[src/rtl/alu_seq_pkg.sv]
// ============================================================================
// Module      : alu_seq_pkg
// Description : Shared state encoding and opcode constants for the multi-byte
//               ALU chain sequencer.
// Revision    : 1.0 - initial release
// ============================================================================
`default_nettype none

package alu_seq_pkg;

  // Sequencer states. The width is explicit so the register width is fixed.
  typedef enum logic [2:0] {
    ST_IDLE = 3'd0,
    ST_LOAD = 3'd1,
    ST_EXEC = 3'd2,
    ST_EMIT = 3'd3,
    ST_DONE = 3'd4
  } seq_state_e;

  // ALU opcodes. These values go straight onto the ALU ALUControl port.
  localparam logic [1:0] OP_AND = 2'b00;
  localparam logic [1:0] OP_OR  = 2'b01;
  localparam logic [1:0] OP_ADD = 2'b10;
  localparam logic [1:0] OP_SUB = 2'b11;

endpackage : alu_seq_pkg

`default_nettype wire

[src/rtl/alu_seq_status.sv]
// ============================================================================
// Module      : alu_seq_status
// Description : Carry/borrow chain register, whole-word zero accumulator and
//               the final status outputs of the ALU chain sequencer.
//               Optional signed-overflow status under ALU_SEQ_OVF_EN.
// Revision    : 1.0 - initial release
// ============================================================================
`default_nettype none

module alu_seq_status
  import alu_seq_pkg::*;
(
  input  logic       clk,
  input  logic       rst_n,
  input  logic       clear,       // start of a new word operation
  input  logic       exec_en,     // one byte is being computed this cycle
  input  logic       commit,      // last byte handed over; publish status
  input  logic [1:0] op,
  input  logic       alu_flags,
  input  logic [7:0] alu_result,
`ifdef ALU_SEQ_OVF_EN
  input  logic       a_msb,       // MSB of the most recent operand A byte
  input  logic       b_msb,       // MSB of the most recent operand B byte
  input  logic       r_msb,       // MSB of the most recent result byte
  output logic       ovf_out,
`endif
  output logic       carry,       // chained carry/borrow into the ALU
  output logic       carry_out,
  output logic       zero_out
);

  logic r_carry;
  logic r_zero_acc;
  logic w_arith;

  // Only ADD and SUB drive a meaningful flag from the ALU.
  assign w_arith = (op == OP_ADD) || (op == OP_SUB);
  assign carry   = r_carry;

  // Per-byte chain state: carry/borrow and running all-zero flag.
  always_ff @(posedge clk or negedge rst_n) begin
    if (!rst_n) begin
      r_carry    <= 1'b0;
      r_zero_acc <= 1'b0;
    end else if (clear) begin
      r_carry    <= 1'b0;
      r_zero_acc <= 1'b1;
    end else if (exec_en) begin
      r_carry    <= w_arith ? alu_flags : 1'b0;
      r_zero_acc <= r_zero_acc & (alu_result == 8'h00);
    end
  end

  // Publish final status when the last byte leaves; held until the next word.
  always_ff @(posedge clk or negedge rst_n) begin
    if (!rst_n) begin
      carry_out <= 1'b0;
      zero_out  <= 1'b0;
    end else if (commit) begin
      carry_out <= r_carry;
      zero_out  <= r_zero_acc;
    end
  end

`ifdef ALU_SEQ_OVF_EN
  logic w_ovf;

  // Two's-complement overflow from the top byte: ADD overflows when the
  // operand signs agree and the result sign differs; SUB when they disagree.
  always_comb begin
    w_ovf = 1'b0;
    if (op == OP_ADD) begin
      w_ovf = (a_msb == b_msb) && (r_msb != a_msb);
    end else if (op == OP_SUB) begin
      w_ovf = (a_msb != b_msb) && (r_msb != a_msb);
    end
  end

  // Overflow status published together with carry/zero.
  always_ff @(posedge clk or negedge rst_n) begin
    if (!rst_n) begin
      ovf_out <= 1'b0;
    end else if (commit) begin
      ovf_out <= w_ovf;
    end
  end
`endif

endmodule : alu_seq_status

`default_nettype wire

[src/rtl/alu_chain_sequencer.sv]
// ============================================================================
// Module      : alu_chain_sequencer
// Description : Streams NBYTES operand byte pairs (LSB first) through an
//               external combinational 8-bit ALU, chaining carry/borrow, and
//               emits each result byte over a valid/ready handshake.
//               Optional feature macro: ALU_SEQ_OVF_EN (adds ovf_out).
// Revision    : 1.0 - initial release
// ============================================================================
`default_nettype none

module alu_chain_sequencer
  import alu_seq_pkg::*;
#(
  parameter int NBYTES = 4
) (
  input  logic       clk,
  input  logic       rst_n,
  input  logic       start,
  input  logic [1:0] op,
  input  logic       in_valid,
  output logic       in_ready,
  input  logic [7:0] in_a,
  input  logic [7:0] in_b,
  output logic [7:0] alu_a,
  output logic [7:0] alu_b,
  output logic [1:0] alu_control,
  output logic       alu_flag_in,
  input  logic [7:0] alu_result,
  input  logic       alu_flags,
  output logic       out_valid,
  input  logic       out_ready,
  output logic [7:0] out_data,
  output logic       busy,
  output logic       done,
  output logic       carry_out,
  output logic       zero_out
`ifdef ALU_SEQ_OVF_EN
  ,
  output logic       ovf_out
`endif
);

  localparam int c_cnt_w = (NBYTES > 1) ? $clog2(NBYTES) : 1;
  localparam logic [c_cnt_w-1:0] c_last = c_cnt_w'(NBYTES - 1);

  seq_state_e         r_state;
  seq_state_e         w_state_next;
  logic [1:0]         r_op;
  logic [7:0]         r_op_a;
  logic [7:0]         r_op_b;
  logic [7:0]         r_result;
  logic [c_cnt_w-1:0] r_cnt;
  logic               r_in_ready;
  logic               r_out_valid;
  logic               r_busy;
  logic               r_done;

  logic w_start_acc;
  logic w_load_acc;
  logic w_exec;
  logic w_emit_acc;
  logic w_last;
  logic w_carry;

  // ALU is fed straight from registers so its path is purely combinational
  // inside the EXEC cycle.
  assign alu_a       = r_op_a;
  assign alu_b       = r_op_b;
  assign alu_control = r_op;
  assign alu_flag_in = w_carry;
  assign out_data    = r_result;
  assign in_ready    = r_in_ready;
  assign out_valid   = r_out_valid;
  assign busy        = r_busy;
  assign done        = r_done;

  // State register.
  always_ff @(posedge clk or negedge rst_n) begin
    if (!rst_n) begin
      r_state <= ST_IDLE;
    end else begin
      r_state <= w_state_next;
    end
  end

  // Next-state and per-cycle control strobes.
  always_comb begin
    w_state_next = r_state;
    w_start_acc  = 1'b0;
    w_load_acc   = 1'b0;
    w_exec       = 1'b0;
    w_emit_acc   = 1'b0;
    w_last       = 1'b0;
    case (r_state)
      ST_IDLE: begin
        if (start) begin
          w_start_acc  = 1'b1;
          w_state_next = ST_LOAD;
        end
      end
      ST_LOAD: begin
        if (in_valid && r_in_ready) begin
          w_load_acc   = 1'b1;
          w_state_next = ST_EXEC;
        end
      end
      ST_EXEC: begin
        w_exec       = 1'b1;
        w_state_next = ST_EMIT;
      end
      ST_EMIT: begin
        if (out_ready) begin
          w_emit_acc = 1'b1;
          if (r_cnt == c_last) begin
            w_last       = 1'b1;
            w_state_next = ST_DONE;
          end else begin
            w_state_next = ST_LOAD;
          end
        end
      end
      ST_DONE: begin
        w_state_next = ST_IDLE;
      end
      default: begin
        w_state_next = ST_IDLE;
      end
    endcase
  end

  // Handshake/status outputs registered from the upcoming state so they line
  // up exactly with the state they describe.
  always_ff @(posedge clk or negedge rst_n) begin
    if (!rst_n) begin
      r_in_ready  <= 1'b0;
      r_out_valid <= 1'b0;
      r_busy      <= 1'b0;
      r_done      <= 1'b0;
    end else begin
      r_in_ready  <= (w_state_next == ST_LOAD);
      r_out_valid <= (w_state_next == ST_EMIT);
      r_busy      <= (w_state_next != ST_IDLE);
      r_done      <= (w_state_next == ST_DONE);
    end
  end

  // Opcode, operand, result and byte-counter registers.
  always_ff @(posedge clk or negedge rst_n) begin
    if (!rst_n) begin
      r_op     <= 2'b00;
      r_op_a   <= 8'h00;
      r_op_b   <= 8'h00;
      r_result <= 8'h00;
      r_cnt    <= '0;
    end else begin
      if (w_start_acc) begin
        r_op  <= op;
        r_cnt <= '0;
      end
      if (w_load_acc) begin
        r_op_a <= in_a;
        r_op_b <= in_b;
      end
      if (w_exec) begin
        r_result <= alu_result;
      end
      if (w_emit_acc && !w_last) begin
        r_cnt <= r_cnt + c_cnt_w'(1);
      end
    end
  end

  alu_seq_status u_status (
    .clk        (clk),
    .rst_n      (rst_n),
    .clear      (w_start_acc),
    .exec_en    (w_exec),
    .commit     (w_last),
    .op         (r_op),
    .alu_flags  (alu_flags),
    .alu_result (alu_result),
`ifdef ALU_SEQ_OVF_EN
    .a_msb      (r_op_a[7]),
    .b_msb      (r_op_b[7]),
    .r_msb      (r_result[7]),
    .ovf_out    (ovf_out),
`endif
    .carry      (w_carry),
    .carry_out  (carry_out),
    .zero_out   (zero_out)
  );

endmodule : alu_chain_sequencer

`default_nettype wire

[config.mk]
export PLATFORM = sky130hd
export DESIGN_NAME = alu_chain_sequencer
export DESIGN_NICKNAME = d
export VERILOG_FILES = /design/src/rtl/alu_seq_pkg.sv /design/src/rtl/alu_seq_status.sv /design/src/rtl/alu_chain_sequencer.sv
export SDC_FILE = /design/constraint.sdc
export NUM_CORES = 1
export LEC_CHECK = 0
export BUFFER_PORTS_ARGS = -buffer_cell sky130_fd_sc_hd__buf_2
export CORE_ASPECT_RATIO = 1.75
export CORE_MARGIN = 10
export CORE_UTILIZATION = 51
export DETAILED_ROUTE_END_ITERATION = 10
export PLACE_DENSITY = 0.84
export SLEW_MARGIN = 20
export SYNTH_ARGS = -nofsm -noshare
export SYNTH_HDL_FRONTEND = slang
export SYNTH_SLANG_ARGS = --single-unit
[constraint.sdc]
create_clock -name clk -period 3 [get_ports clk]
set_input_delay 0.3 -clock clk [delete_from_list [all_inputs] [get_ports clk]]
set_output_delay 0.3 -clock clk [all_outputs]
set_load 0.005 [all_outputs]
## Word level (Yosys, flattened, before mapping)

Index checks and enable logic that the tools add are counted.

| storage, ports and cells | value |
|---|---|
| flip-flop bits (word level) | 39 |
| bits in latches | 0 |
| output and inout port bits | 33 |
| bits in read-only memories | 0 |
| RAM bits | 0 |
| bits of input ports | 32 |
| memories kept | 0 |

| operators by class | value |
|---|---|
| shifts and indexed selects | 0 |
| bitwise logic cells | 1 |
| $add $sub $neg | 1 |
| equal/unequal tests | 9 |
| $mul | 0 |
| mux-type cells | 22 |
| reductions and logical operators | 9 |
| divide/modulo/power cells | 0 |
| order comparisons | 0 |

Operators with widths:

| cell | count |
|---|---|
| $mux W1 | 15 |
| $mux W3 | 4 |
| $pmux W3 S4 | 1 |
| $eq A3 B2 Y1 const B | 3 |
| $logic_not A8 Y1 | 1 |
| $eq A2 B2 Y1 const B | 3 |
| $eq A3 B1 Y1 const B | 2 |
| $mux W2 | 2 |
| $reduce_bool A2 Y1 | 2 |
| $eq A3 B3 Y1 const B | 1 |
| $logic_not A3 Y1 | 1 |
| $reduce_bool A3 Y1 | 1 |
| $add A2 B1 Y2 const B | 1 |
| $logic_and A1 B1 Y1 | 2 |
| $and A1 B1 Y1 | 1 |
| $logic_not A1 Y1 | 1 |
| $logic_or A1 B1 Y1 | 1 |

## Depth between registers and ports, before layout

Gate-level depths: netlist of run 1.

| depth | value |
|---|---|
| depth after elaboration | 7 |
| depth in mapped cells | 5 |
| depth with buffers taken out | 4 |

## Hierarchy

A second synthesis of run 1 with hierarchy kept.

| unflattened totals | value |
|---|---|
| cell total of the unflattened synthesis | 105 |
| area, all modules | 1599.0 µm² |

Modules (own cells, without submodules):

| module | area an instance (µm²) | instances | cells each |
|---|---|---|---|
| alu_chain_sequencer | 1432.6 | 1 | 92 |
| alu_seq_status | 166.4 | 1 | 13 |

## Least setup slack after synthesis of run 1

Ideal clock, no wire load.

| path | value |
|---|---|
| path type | register -> register |
| start | register r_state[1] |
| end | register r_op_a[0], in the netlist alu_a[0] |
| setup slack | 1.507 ns |
| stages on the path, launching flop included | 6 |
| arrival | 1.369 ns |
| cell sequence | dfrtp_1 > buf_4 > nand4b_4 > nor2_4 > buf_4 > mux2_2 |

| between the ends | value |
|---|---|
| longest elaborated chain between the ends | 2 |

Ends and longest elaborated chain:

| item | RTL line | text |
|---|---|---|
| from (decl) | alu_chain_sequencer.sv:46 | `seq_state_e r_state;` |
| from (signal assigned) | alu_chain_sequencer.sv:82 | `r_state <= w_state_next;` |
| $eq A3 B1 Y1 | alu_chain_sequencer.sv:94 | `case (r_state)` |
| $mux W1 | alu_chain_sequencer.sv:94 |  |
| to (signal assigned) | alu_chain_sequencer.sv:161 | `r_op_a <= in_a;` |
| to (decl) | alu_chain_sequencer.sv:49 | `logic [7:0] r_op_a;` |

No other way between the ends.
A chain may end at the register's enable or synchronous reset.

## Worst setup path after layout of run 1

| path | value |
|---|---|
| start | register r_state[1] |
| end | register r_op_b[4], in the netlist alu_b[4] |

| between the ends | value |
|---|---|
| longest elaborated chain between the ends | 2 |

Ends and longest elaborated chain:

| item | RTL line | text |
|---|---|---|
| $eq A3 B1 Y1 | alu_chain_sequencer.sv:94 |  |
| $mux W1 | alu_chain_sequencer.sv:94 |  |
| to (signal assigned) | alu_chain_sequencer.sv:162 | `r_op_b <= in_b;` |
| to (decl) | alu_chain_sequencer.sv:50 | `logic [7:0] r_op_b;` |

No other way between the ends.

==> flow_summary.json, run 1 <==
{
  "grt_max_degree": 40,
  "drtIter0Drc": 18,
  "multi_input_area_um2": 579,
  "drive_above_1_share_pct": 60.5,
  "synth_seq_cells": 39,
  "power.density_mw_per_mm2": 994,
  "wl_per_cell_um": 15.4,
  "synth-seq-area-share_pct": 60.8,
  "critPathKind": "register to register",
  "swShare_pct": 30.1,
  "placement.io_buffers": 64,
  "syn_area_per_cell_um2": 14.7,
  "syn_nets": 142,
  "rsz0062_at_grt": "no",
  "vias": 1101,
  "final_common_cell": "buf_2",
  "cts_root_buf": "clkbuf_8",
  "final-max-slew-violation-count": 0,
  "p_leak_nw": 1.02,
  "use_met1_pct": 12.4,
  "layout_common_cells": "buf_2, dfrtp_1, mux2_2",
  "io-pin-count": 65,
  "ff_latch_area_um2": 976,
  "cts.sinks": 39,
  "p_seq_share_pct": 44.9,
  "core_region_area_mm2": 0.00296,
  "grt_overflow": 0,
  "cp.required_ps": 3180,
  "grt_pass1_wl_um": 5560,
  "syn_area_mm2": 0.00161,
  "antenna_left": 0,
  "power_switching_w": 0.000616,
  "tightest_slew_ps": 821,
  "hold_viol_final": 0,
  "path_clk_slew_ps": 80,
  "gp_congestion": 0.747,
  "path_max_fanout": 16,
  "num_rows": 26,
  "dieArea_mm2": 0.00588,
  "hp-class": "input pin to async pin",
  "start_util_pct": 54.2,
  "drc_errors": 0,
  "fp.dieH_um": 94.2,
  "yosys_warnings": 0,
  "dp_hpwl_um": 2740,
  "synth_ff_type": "dfrtp_1",
  "ir_drop_v": 0.000748,
  "period_share_pct": 54.6,
  "grt_usage_pct": 11.7,
  "postPlaceCellArea_mm2": 0.00195,
  "cts_hold_buf": 0,
  "power_w": 0.00205,
  "finalInstanceArea_mm2": 0.00206,
  "path_cells": "nand4b_4 -> nor2_4 -> mux2_2",
  "cp-end-kind": "register",
  "cts_resized": 0,
  "clk_latency_ps": 290,
  "async_reset_ff_share_pct": 100,
  "worst_slew_margin_rel_pct": 45.3,
  "synth_cells": 109,
  "p_int_w": 0.00143,
  "synthDistinctLibCells": 27,
  "finalWirelength_um": 3370,
  "via_per_inst": 5.03,
  "first_pass_iters": 4,
  "grt_pass1_vias": 1206,
  "fin_nets": 209,
  "max_stage_delay_ps": 500,
  "met3_usage_pct": 5.38,
  "critPathSlowestCell": "dfrtp_1",
  "setup_viol": 0,
  "synth_edf_count": 0,
  "antenna_found_initial": 0,
  "critPathArrivalTime_ps": 1820,
  "fmax_ghz": 0.610,
  "outcome": "finished, final reports clean",
  "final.fill_count": 202,
  "clockBufferDepth": 2,
  "fin_skew_ps": 7.14,
  "cts_buffers": 5,
  "tritoncts": "done",
  "cap_violations": 0,
  "postCtsSetupBuffers": 0,
  "grt_busiest_layer": "met2",
  "grt_util_met2_pct": 19.5,
  "fin_setup_tns_ps": 0,
  "crit_path_start_kind": "register",
  "cts_max_level": 2,
  "fin_crit_ps": 1640,
  "die-width_um": 62.4,
  "syn_to_final_growth_pct": 28.3,
  "clock_power_share_pct": 20.9,
  "antennaDiodeCount": 0,
  "power_frac_comb_pct": 34.2
}
routing by layer:
metal | vias up | wire length [um] | share of wire (%)
met5 | - | 0 | 0
met4 | 0 | 55 | 1.6
met3 | 7 | 271 | 8.0
met2 | 52 | 1680 | 50
met1 | 526 | 1360 | 40
li1 | 516 | - | -
through the flow:
| stage | setup WS (ps) | instances | hold WS [ps] | util, % |
|---|---|---|---|---|
| after floorplan | 1510 | 109 | 4.41 | - |
| after global placement | 1440 | 211 | 424 | 65.8 |
| after detailed placement | 1360 | 211 | 443 | 65.8 |
| after CTS | 1350 | 219 | 122 | 69.6 |
| after global routing | 1290 | 219 | 161 | 69.6 |
| final | 1360 | 219 | 102 | 69.6 |
Yosys cell counts, types with 2 or more instances:
| cell type | count | area (um2) |
|---|---|---|
| a21oi_1 | 5 | 25.0 |
| buf_4 | 3 | 22.5 |
| dfrtp_1 | 39 | 976 |
| inv_1 | 3 | 11.3 |
| mux2_2 | 27 | 304 |
| mux2_4 | 2 | 30.0 |
| nand2_1 | 2 | 7.51 |
| nand3_1 | 2 | 10.0 |
| nor2_1 | 4 | 15.0 |
| nor3_1 | 3 | 15.0 |
| o21ai_0 | 3 | 15.0 |
worst paths after layout:
path                       slack (ps)        from     endpoint  depth (start not counted)
min reg2reg                       500    r_cnt[0]     r_cnt[0]                          1
max                              1360  r_state[1]     alu_b[4]                          3
min                               100       rst_n     alu_b[5]                          1
max in group asynchronous        2380       rst_n  out_data[0]                          1
max reg2reg                      1360  r_state[1]     alu_b[4]                          3
min in group clk                  240     in_b[2]     alu_b[2]                          2
power by group through the flow:
stage | Clock, W | Sequential [W] | Combinational, W
after floorplan | 0 | 0.000910 | 0.000426
after global placement | 0 | 0.000917 | 0.000691
after detailed placement | 0 | 0.000932 | 0.000722
after CTS | 0.000443 | 0.000923 | 0.000724
after global routing | 0.000471 | 0.000955 | 0.000775
final | 0.000428 | 0.000919 | 0.000700
worst max-delay path: cells and delay by family (launching register included):
family	cells	cell delay (ps)
DFF	1	500
muxes	1	400
and+or+nand+nor	2	620
layout make-up:
cell class | count | area share, %
clock buffers | 5 | 3.34
flip-flops and latches | 39 | 47.4
clock inverters | 3 | 2.13
repair buffers | 65 | 15.9
inverters | 3 | 0.547
well taps | 42 | 2.55
multi-input cells | 62 | 28.1
state kept, by name, summed over array words and instances, names as in the netlist:
register and count:
alu_a 8, alu_b 8, out_data 8, r_state 3, alu_control 2, r_cnt 2
busy 1, done 1, in_ready 1, out_valid 1, u_status.carry 1, u_status.carry_out 1
u_status.r_zero_acc 1, u_status.zero_out 1
kinds of logic after synthesis:
group | share of synthesized area (%)
flip-flops | 60.8
multiplexers | 21.4
AND/OR/NAND/NOR | 10.8
AO/OA/AOI/OAI | 3.12
buffers and inverters | 3.12
adder cells (fa/ha/maj) | 0.779
Power figures use the tool's default switching activity.
==> inputs of run 2 (changes only) <==
- ABC_AREA: default -> 1
- CORE_UTILIZATION: 51 -> 42
- PLACE_DENSITY: 0.84 -> 0.74
- clock period: 3 -> 1.4 ns (I/O delays scaled with it)
==> flow_summary.json, run 2 <==
{
  "grt_pass1_vias": 1427,
  "die-width_um": 66.8,
  "syn_to_final_growth_pct": 29.3,
  "synth_edf_count": 0,
  "start_util_pct": 43.9,
  "instances_no_fill": 300,
  "synth_seq_cells": 39,
  "clock_power_share_pct": 17.1,
  "wl_met3_um": 371,
  "vias": 1363,
  "power_switching_w": 0.00147,
  "antenna_found_initial": 0,
  "outcome": "finished, final reports clean",
  "r2r_cells": 7,
  "cts_buffers": 5,
  "worst_slew_margin_rel_pct": 72.9,
  "path_clk_slew_ps": 70,
  "period_share_pct": 90.8,
  "cp.required_ps": 1560,
  "drc_errors": 0,
  "fin_setup_tns_ps": 0,
  "dp_cells": 291,
  "p_int_w": 0.00261,
  "dr_wl_met2_um": 1990,
  "clockBufferDepth": 2,
  "crit_path_start_kind": "register",
  "swShare_pct": 36.1,
  "cap_violations": 0,
  "via_per_inst": 4.54,
  "grt_max_degree": 24,
  "grt_overflow": 0,
  "cts_max_level": 2,
  "hp-class": "input pin to register",
  "met1_length_um": 1450,
  "critPathArrivalTime_ps": 1440,
  "tritoncts": "done",
  "grt_pass1_wl_um": 6220,
  "gp_congestion": 0.771,
  "cts.sinks": 39,
  "yosys_warnings": 0,
  "layout_common_cells": "nand2_1, buf_2, dfrtp_1",
  "syn_nets": 214,
  "p_leak_nw": 1.26,
  "grt_usage_pct": 11.6,
  "first_pass_iters": 4,
  "synthDistinctLibCells": 17,
  "power_frac_comb_pct": 37.7,
  "fmax_ghz": 0.786,
  "tightest_slew_ps": 406,
  "p_seq_share_pct": 45.2,
  "hold_viol_final": 0,
  "cp-end-kind": "register",
  "core_region_area_mm2": 0.00366,
  "fin_nets": 286,
  "ir_drop_v": 0.00123,
  "setup_viol": 0,
  "io-pin-count": 65,
  "fin_crit_ps": 1270,
  "num_rows": 29,
  "highest_layer": "met4",
  "cts_root_buf": "clkbuf_8",
  "critPathKind": "register to register",
  "placement.io_buffers": 64,
  "dp_hpwl_um": 3110,
  "postCtsSetupBuffers": 0,
  "synth_top_area_cell": "dfrtp_1",
  "drtIter0Drc": 44,
  "synthTopCellsByArea": "dfrtp_1, nand2_1, inv_1",
  "wl_per_cell_um": 12.8,
  "dieArea_mm2": 0.00680,
  "syn_area_mm2": 0.00161,
  "synth-seq-area-share_pct": 60.7,
  "final_common_cell": "nand2_1",
  "rsz0062_at_grt": "no",
  "synth_cells": 181,
  "yosysTopAreaCellShare_pct": 60.7,
  "drive_above_1_share_pct": 32.7,
  "synth_ff_type": "dfrtp_1",
  "async_reset_ff_share_pct": 100,
  "fin_skew_ps": 7.52,
  "power.density_mw_per_mm2": 1960,
  "syn_area_per_cell_um2": 8.88,
  "path_max_fanout": 10,
  "final-max-slew-violation-count": 0,
  "fp.dieH_um": 102,
  "synth.most_common_cell": "nand2_1",
  "netlist_top_cells_count": "nand2_1, dfrtp_1, inv_1",
  "finalWirelength_um": 3840,
  "clk_latency_ps": 280,
  "antennaDiodeCount": 0,
  "hold_path_depth": 3,
  "antenna_left": 0
}
-- run 2: cell types whose count changed after synthesis, sizes merged, moves of 3 or more --
cell,delta
a21oi,-5
inv,+12
mux2,-29
nand2,+96
nand3,+6
nor2,+6
nor3,-3
-- run 2: worst paths after layout --
path	endpoint	slack, ps	startpoint
max	u_status.r_zero_acc	130	r_state[1]
min	alu_a[7]	60	in_a[7]
max reg2reg	u_status.r_zero_acc	130	r_state[1]
min reg2reg	alu_a[7]	460	alu_a[7]
max in group asynchronous	in_ready	630	rst_n
min in group asynchronous	alu_b[7]	310	rst_n
-- run 2: critical path: stages (launching register included) --
cell     delay (ps)
dfrtp_1         440
inv_1            80
nor2_2          150
nand2_2         120
inv_2           160
o21ai_0         110
nand2_1          60
nand2_1          40
-- run 2: metrics by stage --
stage | worst slack, ps | power [W] | hold WS [ps] | cell area, um2 | util [%]
6_report | 128 | 0.00408 | 57.7 | 2080 | 56.7
3_5_place_dp | 129 | 0.00345 | 95.2 | 1990 | 54.2
2_1_floorplan | 251 | 0.00276 | -156 | 1610 | -
3_3_place_gp | 200 | 0.00339 | 90.1 | 1990 | 54.2
4_1_cts | 127 | 0.00417 | 46.6 | 2080 | 56.7
5_1_grt | 23.5 | 0.00446 | 56.1 | 2080 | 56.7
-- run 2: power by group through the flow --
stage | clock, W | combinational (W) | sequential, W
after floorplan | 0 | 0.000858 | 0.00190
after global placement | 0 | 0.00154 | 0.00185
after detailed placement | 0 | 0.00159 | 0.00186
after CTS | 0.000733 | 0.00159 | 0.00185
after global routing | 0.000773 | 0.00178 | 0.00191
final | 0.000698 | 0.00154 | 0.00184
-- run 2: logic make-up (layout without fill, tap and decap cells) --
logic type,Yosys count,after routing,synth area share (%)
compound gates,5,5,1.56
fa+ha+maj,1,1,0.778
buf+inv,18,91,5.76
flops,39,39,60.7
simple gates,118,118,31.2
-- run 2: what timing repair did --
item                                   in CTS  in global routing
gates resized for setup                     0                  0
hold buffers                                1                  0
endpoints found under the hold margin      16                  0
-- run 2: routing by layer --
layer  global-route usage (%)  up-vias
met4                     3.40        0
li1                         -      689
met3                     5.70        4
met1                     11.7      623
met5                        0        -
met2                     20.2       47
-- run 2: cell type report --
type                            instances  area, um2
Clock buffer                            7       76.3
Inverter                               15       58.8
Timing Repair Buffer                   68        365
Sequential cell                        39        976
Clock inverter                          1       5.00
Multi-Input combinational cell        124        539
Tap cell                               46       57.6
Fill cell                             376       1590
==> inputs of run 3 (changes only) <==
- BUFFER_PORTS_ARGS: -buffer_cell sky130_fd_sc_hd__buf_2 -> -buffer_cell sky130_fd_sc_hd__buf_4
==> flow_summary.json, run 3 (synthesis results as in run 2) <==
{
  "outcome": "finished, final reports clean",
  "grt_pass1_wl_um": 6300,
  "tritoncts": "done",
  "hp-class": "input pin to register",
  "r2r_cells": 6,
  "fin_nets": 286,
  "crit_path_start_kind": "register",
  "gp_congestion": 0.724,
  "path_max_fanout": 9,
  "clk_latency_ps": 280,
  "cts_root_buf": "clkbuf_8",
  "reg2reg_from": "r_state[1]",
  "rrSetupSlack_ps": 180,
  "postCtsSetupBuffers": 0,
  "cts_resized": 0,
  "wl_per_cell_um": 12.8,
  "path_clk_slew_ps": 70,
  "dp_cells": 291,
  "hold_path_depth": 3,
  "cts_buffers": 5,
  "grt_pass1_vias": 1421,
  "p_leak_nw": 1.30,
  "fin_crit_ps": 1220,
  "layout_common_cells": "nand2_1, buf_4, dfrtp_1",
  "vias": 1382,
  "grt_overflow": 0,
  "critPathArrivalTime_ps": 1390,
  "ff_latch_area_um2": 976,
  "cts_hold_buf": 1,
  "fin_setup_tns_ps": 0,
  "drtIter0Drc": 44,
  "num_rows": 29,
  "worst_slew_margin_rel_pct": 68.3,
  "ir_drop_v": 0.00106,
  "power_w": 0.00437,
  "drc_errors": 0,
  "cp.required_ps": 1570,
  "grt_max_degree": 40,
  "multi_input_area_um2": 539,
  "start_util_pct": 43.9,
  "antenna_found_initial": 0,
  "tightest_slew_ps": 475,
  "critPathKind": "register to register",
  "first_pass_iters": 4,
  "path_cells": "inv_1 -> nor2_2 -> nand2_2 -> buf_4 -> nand3_1 -> o21ai_1",
  "io-pin-count": 65,
  "cp-end-kind": "register",
  "final-max-slew-violation-count": 0,
  "fmax_ghz": 0.820,
  "fp.dieH_um": 102,
  "cts.sinks": 39,
  "postLayoutCoreUtil_pct": 61.1,
  "die-width_um": 66.8,
  "dp_hpwl_um": 3050,
  "antenna_left": 0,
  "syn_to_final_growth_pct": 39.2,
  "max_stage_delay_ps": 420,
  "hold_viol_final": 0,
  "fin_skew_ps": 5.29,
  "cap_violations": 0,
  "clockBufferDepth": 2,
  "grt_usage_pct": 11.7,
  "rsz0062_at_grt": "no",
  "final_common_cell": "nand2_1",
  "setup_viol": 0,
  "instances_no_fill": 300,
  "hold_start": "in_b[4]",
  "hold_path_end": "alu_b[4]",
  "r2r_end": "u_status.carry",
  "placement.io_buffers": 64,
  "drive_above_1_share_pct": 32.7,
  "antennaDiodeCount": 0,
  "cts_max_level": 2,
  "dieArea_mm2": 0.00680,
  "finalWirelength_um": 3850,
  "period_share_pct": 87.1,
  "core_region_area_mm2": 0.00366,
  "power.density_mw_per_mm2": 1950,
  "final.fill_count": 348,
  "critPathSlowestCell": "dfrtp_1",
  "via_per_inst": 4.61
}
run 3: cell counts in the layout (fill, tap and decap cells not counted):
Identical to the previous run, type by type.
run 3: metrics by stage:
step | setup WS (ps) | hold WS, ps | area [um2]
floorplan | 251 | -156 | 1610
finish | 180 | 52.7 | 2240
CTS | 171 | 46.0 | 2240
global placement | 211 | 141 | 2150
detailed placement | 185 | 141 | 2150
global route | 53.7 | 43.5 | 2240
run 3: worst max-delay path by stage:
stage	startpoint	to	slack, ps	cells after the start
2_1_floorplan	r_state[1]	alu_a[0]	250	7
3_3_place_gp	r_state[1]	u_status.carry	210	6
3_5_place_dp	r_state[1]	u_status.carry	180	6
4_1_cts	r_state[1]	u_status.carry	170	6
5_1_grt	r_cnt[0]	busy	50	6
6_report	r_state[1]	u_status.carry	180	6
run 3: power by group:
part	total, W	leakage (nW)	internal [W]	switching [W]
Sequential	0.00186	0.491	0.00160	0.000254
Clock	0.000708	0.0422	0.000349	0.000359
Combinational	0.00180	0.766	0.000911	0.000890
run 3: worst max-delay path, delay by kind of cell (launching register included):
kind / cells / cell delay, ps
and+or+nand+nor: 3 / 360
DFF: 1 / 420
AOI/OAI and AO/OA: 1 / 70
buffers and inverters: 2 / 260
run 3: layout make-up:
type,count,area share [%]
Tap cell,46,2.57
Multi-Input combinational cell,124,24.1
Sequential cell,39,43.6
Clock inverter,1,0.224
Clock buffer,7,3.41
Timing Repair Buffer,68,23.5
Inverter,15,2.63
run 3: per-layer routing:
layer | vias up | global-route usage (%) | part of all wire, %
met2 | 46 | 20.7 | 53
li1 | 688 | - | -
met4 | 0 | 5.67 | 2.0
met5 | - | 0 | 0
met1 | 641 | 10.6 | 37
met3 | 7 | 5.59 | 8.7
